--- src/rtl/ms_wr_sequencer_pkg.sv ---
// ms_pkg: shared widths and the command record for the register-write
// sequencer.
//   AW       - register address width
//   DW       - register data width
//   ms_cmd_t - one queued write command {addr, data}
package ms_pkg;

  localparam int AW = 2;
  localparam int DW = 8;

  typedef struct packed {
    logic [AW-1:0] addr;
    logic [DW-1:0] data;
  } ms_cmd_t;

endpackage

--- src/rtl/ms_wr_sequencer_if.sv ---
// ms_wr_sequencer_if: producer handshake plus master-side bus signals of the
// register-write sequencer.
//   req_valid/req_ready/req_addr/req_data - producer command handshake
//   sready                                - slave ready (advances the pipe)
//   addr/data                             - bus address and data phases
//   count/issued/idle                     - status
// modport master: the sequencer; modport slave: the environment around it.
interface ms_wr_sequencer_if
  import ms_pkg::*;
#(
  parameter int DEPTH = 4
);

  localparam int CW = $clog2(DEPTH) + 1;

  logic          req_valid;
  logic          req_ready;
  logic [AW-1:0] req_addr;
  logic [DW-1:0] req_data;
  logic          sready;
  logic [AW-1:0] addr;
  logic [DW-1:0] data;
  logic [CW-1:0] count;
  logic [7:0]    issued;
  logic          idle;

  modport master (
    input  req_valid, req_addr, req_data, sready,
    output req_ready, addr, data, count, issued, idle
  );

  modport slave (
    output req_valid, req_addr, req_data, sready,
    input  req_ready, addr, data, count, issued, idle
  );

endinterface

--- src/rtl/ms_wr_sequencer_cmd_fifo.sv ---
// ms_cmd_fifo: command FIFO feeding the sequencer's address stage.
//   clk, rstn            - clock, async active-low reset (flushes pointers)
//   push_i, push_data_i  - write request; ignored while full
//   pop_i, pop_data_o    - read request; ignored while empty; data is head
//   empty_o, full_o      - occupancy flags, decoded from count_o only
//   count_o              - occupancy, 0..DEPTH
module ms_cmd_fifo
  import ms_pkg::*;
#(
  parameter int  DEPTH = 4,
  parameter type T     = ms_cmd_t
) (
  input  logic                       clk,
  input  logic                       rstn,
  input  logic                       push_i,
  input  T                           push_data_i,
  input  logic                       pop_i,
  output T                           pop_data_o,
  output logic                       empty_o,
  output logic                       full_o,
  output logic [$clog2(DEPTH):0]     count_o
);

  localparam int PW = $clog2(DEPTH);
  localparam int CW = PW + 1;

  T              mem_q [DEPTH];
  logic [PW-1:0] wr_ptr_q, wr_ptr_d;
  logic [PW-1:0] rd_ptr_q, rd_ptr_d;
  logic [CW-1:0] count_q, count_d;
  logic          do_push, do_pop;

  assign full_o     = (count_q == CW'(DEPTH));
  assign empty_o    = (count_q == '0);
  assign count_o    = count_q;
  assign pop_data_o = mem_q[rd_ptr_q];

  assign do_push = push_i && !full_o;
  assign do_pop  = pop_i && !empty_o;

  // Power-of-two depth lets the pointers wrap naturally.
  always_comb begin
    wr_ptr_d = wr_ptr_q + PW'(do_push);
    rd_ptr_d = rd_ptr_q + PW'(do_pop);
    count_d  = count_q;
    case ({do_push, do_pop})
      2'b10:   count_d = count_q + CW'(1);
      2'b01:   count_d = count_q - CW'(1);
      default: count_d = count_q;
    endcase
  end

  always_ff @(posedge clk or negedge rstn) begin
    if (!rstn) begin
      wr_ptr_q <= '0;
      rd_ptr_q <= '0;
      count_q  <= '0;
    end else begin
      wr_ptr_q <= wr_ptr_d;
      rd_ptr_q <= rd_ptr_d;
      count_q  <= count_d;
    end
  end

  // Storage needs no reset: nothing is read until the pointers say so.
  always_ff @(posedge clk) begin
    if (do_push) mem_q[wr_ptr_q] <= push_data_i;
  end

endmodule

--- src/rtl/ms_wr_sequencer.sv ---
// ms_wr_sequencer: buffers register-write commands and issues them on the
// pipelined master bus, address phase one cycle ahead of data phase.
//   clk  - clock
//   rstn - async active-low reset; flushes queued commands
//   bus  - master modport: producer handshake, sready, addr/data phases,
//          count/issued/idle status
module ms_wr_sequencer
  import ms_pkg::*;
#(
  parameter int DEPTH = 4
) (
  input logic                clk,
  input logic                rstn,
  ms_wr_sequencer_if.master  bus
);

  localparam int CW = $clog2(DEPTH) + 1;

  ms_cmd_t       push_cmd, head_cmd;
  logic          fifo_empty, fifo_full;
  logic [CW-1:0] fifo_count;
  logic          adv, pop;

  logic [AW-1:0] addr_q, addr_d;
  logic [DW-1:0] astage_q, astage_d;
  logic [DW-1:0] data_q, data_d;
  logic [7:0]    issued_q, issued_d;

  assign push_cmd = '{addr: bus.req_addr, data: bus.req_data};
  assign adv      = bus.sready;
  assign pop      = adv && !fifo_empty;

  ms_cmd_fifo #(
    .DEPTH (DEPTH),
    .T     (ms_cmd_t)
  ) u_fifo (
    .clk         (clk),
    .rstn        (rstn),
    .push_i      (bus.req_valid),
    .push_data_i (push_cmd),
    .pop_i       (pop),
    .pop_data_o  (head_cmd),
    .empty_o     (fifo_empty),
    .full_o      (fifo_full),
    .count_o     (fifo_count)
  );

  // With an empty FIFO the address stage holds, so the slave simply rewrites
  // the last command, which is harmless.
  always_comb begin
    addr_d   = addr_q;
    astage_d = astage_q;
    data_d   = data_q;
    issued_d = issued_q;
    if (adv) begin
      data_d = astage_q;
      if (pop) begin
        addr_d   = head_cmd.addr;
        astage_d = head_cmd.data;
        issued_d = issued_q + 8'd1;
      end
    end
  end

  always_ff @(posedge clk or negedge rstn) begin
    if (!rstn) begin
      addr_q   <= '0;
      astage_q <= '0;
      data_q   <= '0;
      issued_q <= '0;
    end else begin
      addr_q   <= addr_d;
      astage_q <= astage_d;
      data_q   <= data_d;
      issued_q <= issued_d;
    end
  end

  assign bus.req_ready = !fifo_full;
  assign bus.addr      = addr_q;
  assign bus.data      = data_q;
  assign bus.count     = fifo_count;
  assign bus.issued    = issued_q;
  assign bus.idle      = fifo_empty && (data_q == astage_q);

endmodule

--- src/flat_wrapper.sv ---
// flat-port wrapper written by rule: the top's interface ports become plain ports
module ms_wr_sequencer_flat import ms_pkg::*;
#(
  parameter int DEPTH = 4
)
  (clk, rstn, bus_req_valid, bus_req_addr, bus_req_data, bus_sready, bus_req_ready, bus_addr, bus_data, bus_count, bus_issued, bus_idle);
  ms_wr_sequencer_if #(.DEPTH(DEPTH)) bus_i ();
  input logic clk;
  input logic rstn;
  input wire logic [$bits(bus_i.req_valid)-1:0] bus_req_valid;
  input wire logic [$bits(bus_i.req_addr)-1:0] bus_req_addr;
  input wire logic [$bits(bus_i.req_data)-1:0] bus_req_data;
  input wire logic [$bits(bus_i.sready)-1:0] bus_sready;
  output wire logic [$bits(bus_i.req_ready)-1:0] bus_req_ready;
  output wire logic [$bits(bus_i.addr)-1:0] bus_addr;
  output wire logic [$bits(bus_i.data)-1:0] bus_data;
  output wire logic [$bits(bus_i.count)-1:0] bus_count;
  output wire logic [$bits(bus_i.issued)-1:0] bus_issued;
  output wire logic [$bits(bus_i.idle)-1:0] bus_idle;
  assign bus_i.req_valid = bus_req_valid;
  assign bus_i.req_addr = bus_req_addr;
  assign bus_i.req_data = bus_req_data;
  assign bus_i.sready = bus_sready;
  assign bus_req_ready = bus_i.req_ready;
  assign bus_addr = bus_i.addr;
  assign bus_data = bus_i.data;
  assign bus_count = bus_i.count;
  assign bus_issued = bus_i.issued;
  assign bus_idle = bus_i.idle;
  ms_wr_sequencer #(.DEPTH(DEPTH)) u_core (.clk(clk), .rstn(rstn), .bus(bus_i));
endmodule
--- config.mk ---
export PLATFORM = sky130hd
export DESIGN_NAME = ms_wr_sequencer_flat
export DESIGN_NICKNAME = d
export VERILOG_FILES = /design/src/rtl/ms_wr_sequencer_pkg.sv /design/src/rtl/ms_wr_sequencer_if.sv /design/src/rtl/ms_wr_sequencer_cmd_fifo.sv /design/src/rtl/ms_wr_sequencer.sv /design/src/flat_wrapper.sv
export SDC_FILE = /design/constraint.sdc
export NUM_CORES = 1
export LEC_CHECK = 0
export ABC_CLOCK_PERIOD_IN_PS = 2200
export BUFFER_PORTS_ARGS = -buffer_cell sky130_fd_sc_hd__buf_2
export CAP_MARGIN = 20
export CORE_ASPECT_RATIO = 1.4
export CORE_MARGIN = 2
export CORE_UTILIZATION = 54
export CTS_BUF_LIST = sky130_fd_sc_hd__clkbuf_2
export DETAILED_ROUTE_END_ITERATION = 6
export HOLD_SLACK_MARGIN = 0.08
export PLACE_DENSITY = 0.78
export SETUP_SLACK_MARGIN = 0.05
export SYNTH_ARGS = -nofsm -noshare
export SYNTH_HDL_FRONTEND = slang
export SYNTH_HIERARCHICAL = 1
export SYNTH_SLANG_ARGS = --single-unit
--- constraint.sdc ---
create_clock -name clk -period 2.2 [get_ports clk]
set_input_delay 0.44 -clock clk [delete_from_list [all_inputs] [get_ports clk]]
set_output_delay 0.44 -clock clk [all_outputs]
set_load 0.02 [all_outputs]
==> qor.txt, run 1 <==
status - complete, no violations
Hold Path Stages - 1
post-synth top area cell - edfxtp_1
first-pass GRT wire length - 7890 microns
reg2reg end - u_core/u_fifo/count_o[2]
Placer Congestion - 0.686
YS warnings - 6
R2R Setup Slk - 0.13 ns
DRC errors left - 0
FF-to-FF path depth - 10
WP data required - 2.60 ns
Die H - 92.1 microns
top cells by count, synth - edfxtp_1, dfrtp_1, xnor2_1
Worst Max-Slew Pin Slew - 0.735 ns
largest net degree at the start of global routing - 34
non-filler cells, final - 287
via count - 1552
detailed placer's ending HPWL - 3330 microns
crit path kind - reg2reg
register area share after synthesis - 67.8%
hold worst-path end - u_core/u_fifo/mem_q[3][8]
Yosys cell types - 27
htree depth - 3
clock-pin slew on the worst setup and hold paths - 0.19 ns
critical path's slowest cell - dfrtp_2
Detailed Route Iter0 Violations - 46
Crit Path Max Fanout - 5
initial antenna violation count - 0
Final setup viols - 0
clock root cell - clkbuf_2
Routed wire per std cell - 17.2 microns
leak pwr - 1.38 nW
Worst-Skew Late Latency - 0.46 ns
WHS - 0.179 ns
CP arrival - 2.47 ns
die width - 66.9 microns
post-synthesis cell count - 161
CP top delay family - adder cells
Tot GR Track Use - 18.1%
WP depth - 10
FP Rows - 32
Area after DPL - 0.00327 sq mm
setup TNS - 0 ns
final hold vios - 0
Syn Nets - 180
first-pass detailed-route iteration total - 4
final slew viol count - 0
crit path cell chain - nor3_4 -> buf_4 -> nor2b_4 -> nor2b_4 -> ha_2 -> inv_1 -> fa_1 -> xor2_1 -> nor2_1 -> xor2_1
CTS max path bufs - 2
crit path capture type - flip-flop
clock sink count - 73
Min Clock Period, post-route - 2.07 ns
Via density - 5.41
Hold WC Path Type - in2reg
Cell Area, Synth - 0.00299 sq mm
max cap viols - 0
Ports - 37
startpoint types - flip-flop
share of the core filled with cells - 62.9%
final wirelength - 4930 microns
worst vdd ir - 0.614 mV
Final Cell Area - 0.00343 sq mm
layout cells sized above 1 - 46.6%
Initial Util - 54.9%
post-synthesis register bit count - 73
clk_skew - 0.0187 ns
Post-synth ARST share - 45.2%
Final period util - 94.1%
nets - 233
Core Region - 0.00545 sq mm
Post-DRT Antenna Nets - 0
Post-synth EDFFs - 40
IO Port Bufs - 36
GRT overflow - 0
top_reg_cell synth - edfxtp_1
vias in the first global route - 1667
CTS tree - built
relative slew slack - 51.0%
most instantiated library cell after synthesis - edfxtp_1
critical path's largest stage delay - 0.48 ns
ranking of synthesized cells by area - edfxtp_1, dfrtp_1, mux4_2
Cells after DPL - 267
RSZ-0062 raised after global routing - true
total CTS buffers - 9
Area Overhead vs Synth - 14.6%
worst r2r src - u_core/u_fifo/count_o[0]
Max Freq - 483 MHz
Synth Area per Inst - 18.6 sq um
hold path startpoint - bus_req_addr[0]
die area - 0.00616 sq mm
power per cell area - 1400 mW/mm^2
share of the synthesized area in the top cell type - 40.2%
Diodes inserted - 0
Bufs and invs on worst path - 2
[registers in the layout, indices dropped and copies added, names as in the netlist]
signal / cells
u_core/bus.issued: 8
u_core/u_fifo/mem_q: 40
u_core/u_fifo/count_o: 3
u_core/bus.data: 8
u_core/u_fifo/rd_ptr_q: 2
u_core/u_fifo/wr_ptr_q: 2
u_core/bus.addr: 2
u_core/astage_q: 8
[metrics by stage]
step                      setup WS [ns]  total power, mW
after floorplan                  0.0539             3.59
after global placement            0.246             4.00
after detailed placement          0.168             4.10
after CTS                        0.0892             4.80
after global routing             0.0420             5.10
final                             0.130             4.81
[per-layer routing]
metal	vias up	share of wire (%)	global-route usage [%]
li1	704	-	-
met1	794	40	20.3
met2	45	53	30.8
met3	9	4.1	5.28
met4	0	2.3	9.01
met5	-	0	0
[worst max path at each step]
| stage | start | endpoint | slack (ns) |
|---|---|---|---|
| after floorplan | bus_sready | u_core/u_fifo/count_o[2] | 0.05 |
| after CTS | u_core/astage_q[4] | bus_idle | 0.09 |
| after detailed placement | u_core/u_fifo/count_o[0] | u_core/u_fifo/count_o[2] | 0.17 |
| after global routing | u_core/u_fifo/count_o[0] | u_core/u_fifo/count_o[2] | 0.04 |
| after global placement | u_core/u_fifo/count_o[1] | u_core/u_fifo/count_o[2] | 0.25 |
| final | u_core/u_fifo/count_o[0] | u_core/u_fifo/count_o[2] | 0.13 |
[repair_timing]
item / CTS / global route
endpoints found under the hold margin: 33 / 0
cloned: 0 / 0
resized for setup: 0 / 5
setup endpoints to repair: 1 / 2
setup buffers: 1 / 2
pin swaps: 1 / 0
hold buffers: 1 / 0
[power by group]
part | switching, mW | internal, mW
Combinational | 0.862 | 0.949
Clock | 0.419 | 0.261
Sequential | 0.404 | 1.91
Total | 1.68 | 3.12
[placed cells by master, fill, tap and decap left out, types with 2 or more instances in the layout]
cell,instances
edfxtp_1,40
buf_2,36
dfrtp_1,30
xnor2_1,13
mux2_2,13
clkbuf_2,11
buf_4,10
mux4_2,10
mux2_4,6
inv_1,5
xor2_1,5
nand4_1,4
nand2_1,4
clkinv_1,3
ha_1,3
dfrtp_2,3
nor2b_4,2
xnor2_2,2
nor3b_1,2
nor2_1,2
[worst register-to-register path, cell delays in order (launching register included)]
cell	delay, ns
dfrtp_2	0.48
nor3_4	0.05
buf_4	0.15
nor2b_4	0.10
nor2b_4	0.15
ha_2	0.19
inv_1	0.05
fa_1	0.37
xor2_1	0.15
nor2_1	0.14
xor2_1	0.17
[cell type report]
class | count | area, sq um
sequential | 73 | 2030
clock buffer | 11 | 55.1
timing repair buffer | 47 | 265
inverter | 5 | 18.8
fill | 428 | 2020
multi-input combinational | 78 | 926
tap | 68 | 85.1
clock inverter | 5 | 46.3
[kinds of logic (layout without fill, tap and decap cells)]
logic type / Yosys count / count (layout) / synth area share, %
flip-flops: 73 / 73 / 67.8
multiplexers: 30 / 30 / 15.8
adder cells (fa/ha/maj): 5 / 5 / 2.34
AND/OR/NAND/NOR: 23 / 23 / 5.44
buffers and inverters: 10 / 68 / 2.59
XOR/XNOR: 20 / 20 / 6.11
(Power assumes the default switching activity.)
==> inputs of run 2 (changes only) <==
CELL_PAD_IN_SITES_DETAIL_PLACEMENT = 1   (was unset)
CELL_PAD_IN_SITES_GLOBAL_PLACEMENT = 1   (was unset)
CORE_UTILIZATION = 46   (was 54)
CTS_CLUSTER_SIZE = 12   (was unset)
PLACE_DENSITY = unset   (was 0.78)
PLACE_DENSITY_LB_ADDON = 0.1   (was unset)
==> run 2 against run 1 <==
Net effect:
- first-iteration DRC count is 50% lower
- final cell count is 3.1% higher
- global-route usage is 0.41 points lower
- non-clock buffer count is 5 higher
- wire length is 10% higher
- final area is 2.8% higher
- combinational power is 6% higher
- clock power is 39% higher
- flip-flop and latch count stayed put
- worst hold slack worse by 0.041 ns
- via count is 0.97% higher
- register-to-register slack hardly changed
- critical path type unchanged
- largest power group unchanged
- highest routed layer unchanged
==> qor.txt, run 2 (same netlist as run 1, synthesis figures left out) <==
status - complete, no violations (unchanged)
commonest non-fill, non-tap cell in the layout - edfxtp_1 (unchanged)
largest net degree at the start of global routing - 34 (unchanged)
multi-input logic area - 923 sq um (was 926 sq um)
Cells after DPL - 271 (was 267)
final wirelength - 5430 microns (was 4930 microns)
FP Rows - 34 (was 32)
Hold WC Path Type - in2reg (unchanged)
Diodes inserted - 0 (unchanged)
setup TNS - 0 ns (unchanged)
Routed wire per std cell - 18.3 microns (was 17.2 microns)
Core Region - 0.00625 sq mm (was 0.00545 sq mm)
detailed placer's ending HPWL - 3820 microns (was 3330 microns)
total CTS buffers - 9 (unchanged)
# fillers - 581 (was 428)
Post-DRT Antenna Nets - 0 (unchanged)
max cap viols - 0 (unchanged)
CTS max path bufs - 2 (unchanged)
first-pass detailed-route iteration total - 3 (was 4)
vias in the first global route - 1854 (was 1667)
Placer Congestion - 0.784 (was 0.686)
startpoint types - flip-flop (unchanged)
Initial Util - 47.8% (was 54.9%)
Die H - 99.4 microns (was 92.1 microns)
first-pass GRT wire length - 9270 microns (was 7890 microns)
Area Overhead vs Synth - 17.8% (was 14.6%)
layout cells sized above 1 - 48.7% (was 46.6%)
Tot GR Track Use - 17.7% (was 18.1%)
final slew viol count - 0 (unchanged)
IO Port Bufs - 36 (unchanged)
power per cell area - 1470 mW/mm^2 (was 1400 mW/mm^2)
clock sink count - 73 (unchanged)
via count - 1567 (was 1552)
max FFs per register - 40 (unchanged)
Crit Path Max Fanout - 3 (was 5)
die width - 72.2 microns (was 66.9 microns)
register area - 0.00203 sq mm (unchanged)
DRC errors left - 0 (unchanged)
crit path capture type - flip-flop (unchanged)
clock root cell - clkbuf_2 (unchanged)
Via density - 5.29 (was 5.41)
Min Clock Period, post-route - 2.08 ns (was 2.07 ns)
nets - 238 (was 233)
non-filler cells, final - 296 (was 287)
clk_skew - 0.0208 ns (was 0.0187 ns)
crit path kind - reg2reg (unchanged)
Ports - 37 (unchanged)
worst vdd ir - 0.653 mV (was 0.614 mV)
most frequent cells in the layout - edfxtp_1, buf_2, dfrtp_1 (unchanged)
GRT overflow - 0 (unchanged)
initial antenna violation count - 0 (unchanged)
WP data required - 2.63 ns (was 2.60 ns)
CP arrival - 2.51 ns (was 2.47 ns)
CTS tree - built (unchanged)
die area - 0.00717 sq mm (was 0.00616 sq mm)
RSZ-0062 raised after global routing - true (unchanged)
Worst-Skew Late Latency - 0.50 ns (was 0.46 ns)
final hold vios - 0 (unchanged)
Top reg by flops - u_core/u_fifo/mem_q (unchanged)
Max Freq - 480 MHz (was 483 MHz)
leak pwr - 1.42 nW (was 1.38 nW)
htree depth - 3 (unchanged)
relative slew slack - 50.9% (was 51.0%)
Final setup viols - 0 (unchanged)
Worst Max-Slew Pin Slew - 0.737 ns (was 0.735 ns)
Final period util - 94.7% (was 94.1%)
Detailed Route Iter0 Violations - 23 (was 46)
clock-pin slew on the worst setup and hold paths - 0.19 ns (about the same)
-- run 2: cell types whose count changed in the layout (fill, tap and decap cells not counted) --
cell,before,now
buf_2,36,35
buf_4,10,16
bufinv_16,1,3
clkbuf_2,11,10
clkinv_1,3,2
clkinv_2,1,0
clkinv_4,0,1
fa_1,1,0
fa_2,0,1
nand2_1,4,3
nand2_2,0,1
xnor2_1,13,14
xnor2_2,2,1
-- run 2: critical path, cell delays in order, from the launching register on --
cell     delay (ns)
dfrtp_2        0.45
nor3_4         0.06
buf_4          0.15
nor2b_4        0.11
nor2b_4        0.16
ha_2           0.20
inv_1          0.07
fa_2           0.35
xor2_1         0.15
nor2_1         0.15
xor2_1         0.16
-- run 2: final timing paths --
check	from	depth (start not counted)	slack, ns	end
min reg2reg	u_core/bus.issued[7]	1	0.48	u_core/bus.issued[7]
min	bus_req_data[0]	1	0.14	u_core/u_fifo/mem_q[2][0]
max reg2reg	u_core/u_fifo/count_o[1]	10	0.12	u_core/u_fifo/count_o[2]
max	u_core/u_fifo/count_o[1]	10	0.12	u_core/u_fifo/count_o[2]
max in group asynchronous	rstn	2	1.19	u_core/u_fifo/count_o[1]
min in group asynchronous	rstn	2	0.51	u_core/astage_q[7]
-- run 2: timing repair --
action,4_1_cts,5_1_grt
endpoints found under the setup margin,2,2
resized for setup,2,5
cloned,0,0
buffers inserted,4,4
pin swaps,1,6
endpoints found under the hold margin,33,0
hold buffers,1,0
-- run 2: report_power, final --
part,switching (mW),internal (mW)
sequential,0.390,1.91
combinational,0.922,1.00
clock,0.450,0.490
-- run 2: final cells by class --
cell class	instances	area share, %
multi-input cells	78	26.2
flip-flops and latches	73	57.6
inverters	5	0.532
repair buffers	52	8.66
well taps	72	2.56
clock buffers	10	1.42
clock inverters	6	3.02
-- run 2: through the flow --
stage | utilization (%) | power [mW] | setup slack (ns) | instance area, sq um | hold slack (ns)
after floorplan | - | 3.59 | 0.0539 | 3010 | 0.144
after global placement | 52.3 | 4.01 | 0.251 | 3270 | 0.455
after detailed placement | 52.3 | 4.16 | 0.0716 | 3270 | 0.460
after CTS | 55.6 | 5.18 | 0.0500 | 3480 | 0.0883
after global routing | 56.4 | 5.50 | 0.0299 | 3520 | 0.0893
final | 56.4 | 5.17 | 0.117 | 3520 | 0.138
-- run 2: routing by layer --
| layer | track usage [%] | share of wire (%) | vias to the layer above |
|---|---|---|---|
| li1 | - | - | 714 |
| met1 | 20.5 | 40 | 801 |
| met2 | 29.3 | 54 | 38 |
| met3 | 2.94 | 2.8 | 14 |
| met4 | 12.5 | 3.0 | 0 |
| met5 | 0 | 0 | - |
